**src/rtl/timer_device.sv**
```systemverilog
// timer_device: memory-mapped countdown timer on the CPU store/load path.
// Registers: CTRL @+0x0 ({IM, MODE[1:0], EN}), PRESET @+0x4, COUNT @+0x8 (read-only),
// and +0xC, which reads 0. The interrupt request is irq_pend & CTRL.IM.
// Optional feature: define TIMER_AUTO_RELOAD_EN to enable MODE 01 auto-reload.
// Without it, MODE is stored and read back, but every mode acts as one-shot.
// Bus handshake: there is no valid/ready pair. The slave is always ready.
// A write is accepted on any rising edge where we=1 and addr selects a register.
// A read is combinational, with zero latency and no side effects.
// o_dbg_state exposes the FSM state: 0 IDLE, 1 LOAD, 2 CNT, 3 INT.
module timer_device #(
  parameter logic [31:0] BASE_ADDR = 32'h0000_7F00,
  parameter int unsigned CNT_W     = 32
) (
  input  logic        clk,
  input  logic        reset,
  input  logic [31:0] addr,
  input  logic        we,
  input  logic [31:0] wdata,
  output logic [31:0] rdata,
  output logic        irq,
  output logic [1:0]  o_dbg_state
);

  typedef enum logic [1:0] {
    S_IDLE = 2'd0,
    S_LOAD = 2'd1,
    S_CNT  = 2'd2,
    S_INT  = 2'd3
  } state_t;

  state_t           r_state;
  logic             r_en;
  logic [1:0]       r_mode;
  logic             r_im;
  logic             r_irq_pend;
  logic [CNT_W-1:0] r_preset;
  logic [CNT_W-1:0] r_count;

  logic w_sel;
  logic w_wr_ctrl;
  logic w_wr_preset;
  logic w_en_eff;
  logic w_reload;
  logic w_unused;

  assign w_sel       = (addr[31:4] == BASE_ADDR[31:4]);
  assign w_wr_ctrl   = w_sel & we & (addr[3:2] == 2'd0);
  assign w_wr_preset = w_sel & we & (addr[3:2] == 2'd1);
  // A CTRL write on this edge overrides EN for the running count.
  // Pausing therefore freezes COUNT at the value the CPU last saw.
  assign w_en_eff    = w_wr_ctrl ? wdata[0] : r_en;
  // Byte-lane bits carry no meaning for word registers.
  assign w_unused    = ^{addr[1:0], wdata};

`ifdef TIMER_AUTO_RELOAD_EN
  assign w_reload = (r_mode == 2'b01);
`else
  assign w_reload = 1'b0;
`endif

  assign irq         = r_irq_pend & r_im;
  assign o_dbg_state = r_state;

  // Read mux: depends only on addr and the registers, so it is zero-latency and side-effect free.
  always_comb begin
    rdata = 32'd0;
    if (w_sel) begin
      case (addr[3:2])
        2'd0:    rdata = {28'd0, r_im, r_mode, r_en};
        2'd1:    rdata = 32'(r_preset);
        2'd2:    rdata = 32'(r_count);
        default: rdata = 32'd0;
      endcase
    end
  end

  // PRESET register: written only by the CPU. It feeds COUNT only in LOAD.
  always_ff @(posedge clk or negedge reset) begin
    if (!reset) begin
      r_preset <= '0;
    end else if (w_wr_preset) begin
      r_preset <= CNT_W'(wdata);
    end
  end

  // Countdown FSM and CTRL register. A CPU CTRL write is applied last, so it wins over the FSM.
  always_ff @(posedge clk or negedge reset) begin
    if (!reset) begin
      r_state    <= S_IDLE;
      r_en       <= 1'b0;
      r_mode     <= 2'b00;
      r_im       <= 1'b0;
      r_irq_pend <= 1'b0;
      r_count    <= '0;
    end else begin
      case (r_state)
        S_IDLE: begin
          if (r_en) r_state <= S_LOAD;
        end
        S_LOAD: begin
          r_count <= r_preset;
          r_state <= S_CNT;
        end
        S_CNT: begin
          if (w_en_eff) begin
            // The COUNT<=1 guard also stops the counter from wrapping below zero.
            if (r_count <= CNT_W'(1)) begin
              r_count    <= '0;
              r_state    <= S_INT;
              r_irq_pend <= 1'b1;
            end else begin
              r_count <= r_count - CNT_W'(1);
            end
          end
        end
        S_INT: begin
          if (w_reload) begin
            // Auto-reload: the request lasts only for the INT cycle.
            r_irq_pend <= 1'b0;
            r_state    <= w_en_eff ? S_LOAD : S_IDLE;
          end else begin
            // One-shot: stop. The request stays pending until CTRL is written.
            r_en    <= 1'b0;
            r_state <= S_IDLE;
          end
        end
        default: r_state <= S_IDLE;
      endcase

      if (w_wr_ctrl) begin
        r_en       <= wdata[0];
        r_mode     <= wdata[2:1];
        r_im       <= wdata[3];
        r_irq_pend <= 1'b0;
      end
    end
  end

endmodule

```
**config.mk**
```make
export PLATFORM = sky130hd
export DESIGN_NAME = timer_device
export DESIGN_NICKNAME = d
export VERILOG_FILES = /design/src/rtl/timer_device.sv
export SDC_FILE = /design/constraint.sdc
export NUM_CORES = 1
export LEC_CHECK = 0
export BUFFER_PORTS_ARGS = -buffer_cell sky130_fd_sc_hd__buf_2
export CAP_MARGIN = 10
export CORE_MARGIN = 2
export CORE_UTILIZATION = 40
export DETAILED_ROUTE_END_ITERATION = 12
export GPL_TIMING_DRIVEN = 0
export HOLD_SLACK_MARGIN = 0.15
export SYNTH_ARGS = -nofsm -noshare
export SYNTH_HDL_FRONTEND = slang
export SYNTH_SLANG_ARGS = --single-unit
```
**constraint.sdc**
```tcl
create_clock -name clk -period 2.5 [get_ports clk]
set_clock_uncertainty 0.1 [all_clocks]
set_input_delay 0.5 -clock clk [delete_from_list [all_inputs] [get_ports clk]]
set_output_delay 0.5 -clock clk [all_outputs]
set_load 0.03 [all_outputs]
```
### After elaboration in Yosys (flattened, before gate mapping)

Index checks and enable logic that the tools add are counted.
Widths: inputs -> output; s select.

* bits in registers: 71
* input bits: 67
* output and inout bits: 35

* add/subtract/negate cells: 1
* order comparisons: 1
* equality and inequality tests: 9
* mux-type cells: 16
* bitwise operators: 4
* reduce and logical (&&, ||, !) cells: 10

Operators by type and width (count)
* $mux 32: 3
* $pmux 32 s3: 1
* $pmux 32 s2: 1
* $le 32x1->1 const B: 1
* $sub 32x1->32 const B: 1
* $eq 28x11->1 const B: 1
* $reduce_bool 2->1: 5
* $pmux 2 s4: 1
* $mux 1: 7
* $eq 2x2->1 const B: 3
* $mux 2: 3
* $ne 2x2->1 const B: 3
* $reduce_and 3->1: 2
* $and 1x1->1: 4
* $eq 2x1->1 const B: 2
* $logic_not 2->1: 2
* $reduce_and 2->1: 1

### Longest topological paths before layout

* depth in word-level cells: 7
* gate-level depth with buffers: 10
* mapped depth without buffers: 7

### Worst setup path after synthesis

No wires, ideal clock.

* path kind: input to output
* start: input addr[18]
* end: output rdata[10]
* arrival: 2.265 ns
* setup slack: -0.365 ns
* stages: 6
* path buffers: 2
* cell sequence: or4_1 -> nand3b_4 -> or2_2 -> clkbuf_1 -> clkbuf_1 -> nor2_1

* longest elaborated chain between the ends: 2

RTL lines
* from (decl): RTL line 16 `input logic [31:0] addr,`
* $eq 28x11->1: RTL line 46 `assign w_sel = (addr[31:4] == BASE_ADDR[31:4]);`
* $mux 32: RTL line 67 `if (w_sel) begin`
* to (decl): RTL line 19 `output logic [31:0] rdata,`

Every way passes these cells.

### Worst setup path in the final report

* start: input addr[18]
* end: output rdata[1]

Same word-level chain as after synthesis.

==> impl_metrics.py <==
metrics = {
    "synthesis": {
        "syn_nets": 530,
        "synth_seq_cells": 71,
        "netlist_top_cells_area": "dfrtp_1 (42%), mux2_2 (9.1%), nor2_1 (6.1%)",
        "synthFlopType": "dfrtp_1",
        "synth_edf_count": 0,
        "yosysUniqueCellTypes": 57,
        "yosys_warnings": 0,
        "synth_top_area_share_pct": 42.2,
        "synth_common_cells": "dfrtp_1 (71), nor2_1 (69), o21ai_0 (37)",
        "yosys.cell_count.top_type": "dfrtp_1",
        "yosysSeqAreaShare_pct": 42.2,
        "syn_area_per_cell_um2": 9.22,
        "synthArstFlopShare_pct": 100,
        "synthCells": 457,
        "netlist_area_mm2": 0.00421,
        "yosysTopAreaCell": "dfrtp_1",
    },
    "critical_path": {
        "crit_fanout": 5,
        "reg2reg_depth": 7,
        "critPathKind": "primary input to output pin",
        "timing.rr.start": "r_count[25]",
        "slowest_delay_ps": 520,
        "startpoint_type": "primary input",
        "cp.buffers_inverters": 4,
        "crit_arrival_ps": 2130,
        "path_delay_family": "simple AND/OR/NAND/NOR gates",
        "cp_cell_sequence": "buf_6 -> or4_4 -> nand3b_4 -> or2_4 -> clkbuf_16 -> clkbuf_16 -> nor2_4 -> buf_6",
        "crit_required_ps": 1900,
        "r2r_setup_slack_ps": -220,
        "end_kind": "output pin",
        "cp_slowest_cell": "or4_4",
        "r2r-end": "o_dbg_state[1]",
    },
    "cts": {
        "cts_max_level": 3,
        "clock-root-buffer": "clkbuf_8",
        "clock-sinks": 71,
        "clk_pin_slew_ps": 70,
        "clock_path_buffers": 2,
        "clk_latency_ps": 370,
        "cts-buffers-inserted": 9,
        "cts_tree": "done",
    },
    "timing": {
        "min_period_ps": 2730,
        "fin_crit_sh_pct": 109,
        "worstMarginPinSlew_ps": 754,
        "fin_tns_setup_ps": -10870,
        "hold_slack_ps": 248,
        "finalMaxSlewViolations": 0,
        "timing.final.hold_violations": 0,
        "setup_violations": 66,
        "worst_slack_ps": -235,
        "rsz0062_at_grt": "yes",
        "relSlewSlack_pct": 49.4,
        "clock.fmax_ghz": 0.366,
    },
    "place": {
        "placed_cells": 692,
        "routabilityCongestion": 0.865,
        "io_buffers": 98,
        "hpwlAfterDp_um": 9340,
    },
    "final_layout": {
        "final_net_count": 671,
        "final_util_pct": 61.4,
        "drive_above_1_share_pct": 46.1,
        "fin_cells": 737,
        "syn_to_final_growth_pct": 49.9,
        "antenna_cells": 0,
    },
    "die": {
        "die_w_um": 107,
        "fp.coreArea_mm2": 0.0103,
        "row_count": 37,
        "die_y_um": 107,
        "num_io_pins": 102,
        "die_area_mm2": 0.0114,
        "initial_core_util_pct": 41.0,
    },
    "run": {
        "max-cap-violations": 0,
    },
    "min_path": {
        "hold_path_depth": 3,
        "holdPathEnd": "r_preset[10]",
        "hold_start": "wdata[10]",
        "holdCritPathClass": "primary input to flip-flop",
    },
    "detailed_routing": {
        "drtIter0Drc": 328,
        "ant_nets": 0,
        "drt_pass1_iterations": 5,
        "num_vias": 4221,
        "vias_per_cell": 5.73,
        "post_drt_wl_per_cell_um": 18.8,
        "wl_um": 13900,
        "drc_errors": 0,
    },
    "grt": {
        "antenna_found_initial": 0,
        "grt_pass1_vias": 4194,
        "gr-total-overflow": 0,
        "grt_use_total_pct": 24.9,
        "grt_pass1_wl_um": 21900,
        "grt_max_degree": 70,
    },
    "power": {
        "p_leak_nw": 2.63,
        "p_total_mw": 2.29,
        "max-vdd-ir-drop_mv": 0.254,
        "cellPowerDensity_mw_per_mm2": 363,
    },
    "outcome": {
        "violations": "negative setup slack",
        "status": "finished, violations left",
    },
}
per-layer routing:
layer	GRT usage, %	wire length [µm]	up-vias
met1	33.5	6150	2037
met5	0	0	-
met4	9.65	342	0
li1	-	-	1972
met2	40.4	6550	181
met3	3.65	808	31
cell type report:
class | instances | area [µm²]
clock buffers | 13 | 149
inverters | 13 | 48.8
clock inverters | 1 | 30.0
flip-flops and latches | 71 | 1780
well taps | 136 | 170
fillers | 907 | 3970
repair buffers | 131 | 1170
multi-input cells | 341 | 2650
plain buffers | 31 | 310
how the worst max path moves through the flow:
| stage | from | endpoint | slack (ps) | cells past startpoint |
|---|---|---|---|---|
| CTS | r_count[23] | o_dbg_state[1] | -350 | 7 |
| detailed placement | addr[3] | rdata[28] | -590 | 7 |
| global route | addr[17] | rdata[1] | -310 | 9 |
| global placement | addr[3] | rdata[29] | -580 | 7 |
| floorplan | addr[18] | r_count[30] | -190 | 6 |
| finish | addr[18] | rdata[1] | -230 | 8 |
power by group:
part	switching [mW]	leakage (nW)	internal [mW]	total [mW]
clock network	0.440	0.0896	0.479	0.919
registers	0.0144	0.841	1.16	1.17
logic	0.115	1.70	0.0834	0.199
kinds of logic after synthesis:
| family | share of synthesized area, % |
|---|---|
| fa+ha+maj | 1.78 |
| flops | 42.2 |
| simple gates | 20.2 |
| buf+inv | 4.84 |
| mux | 10.5 |
| compound gates | 20.4 |
worst reg2reg max path, delay by kind of cell, from the launching register on:
kind / cells / cell delay, ps
AOI/OAI and AO/OA: 3 / 510
buffers and inverters: 1 / 220
DFF: 1 / 390
muxes: 1 / 320
and+or+nand+nor: 2 / 1070
layout by cell type, fill, tap and decap left out, types with 5 or more instances in the layout:
cell and instances:
nor4_2 5, mux2i_1 5, nor2_4 35, buf_12 7, o211ai_1 8, o21ai_1 27, nor2_1 32, ha_1 5
nor3_1 13, mux2_2 34, buf_6 38, clkbuf_2 13, clkbuf_1 9, nand2_1 28, inv_1 13, buf_2 64
o21ai_0 9, o311ai_1 8, a22oi_1 29, clkbuf_16 10, o21ai_2 6, nor4_1 7, buf_4 17, dfrtp_1 71
clkbuf_8 10, a21oi_1 17
state kept, by name, summed over array words and instances (netlist names):
| signal | flops |
|---|---|
| r_count | 32 |
| r_mode | 2 |
| r_im | 1 |
| o_dbg_state | 2 |
| r_en | 1 |
| r_preset | 32 |
| r_irq_pend | 1 |
timing repair:
action | CTS | global route
endpoints found under the hold margin | 71 | 0
gates resized for setup | 93 | 54
hold buffers | 1 | 0
pin swaps | 14 | 27
cloned | 6 | 2
setup buffers | 15 | 9
setup endpoints to repair | 76 | 98
per-stage QoR:
stage | setup slack, ps | cell area (µm²)
finish | -235 | 6310
global route | -305 | 6310
CTS | -349 | 6040
detailed placement | -595 | 5260
global placement | -582 | 5230
floorplan | -189 | 4570
Power figures use the tool's default switching activity.
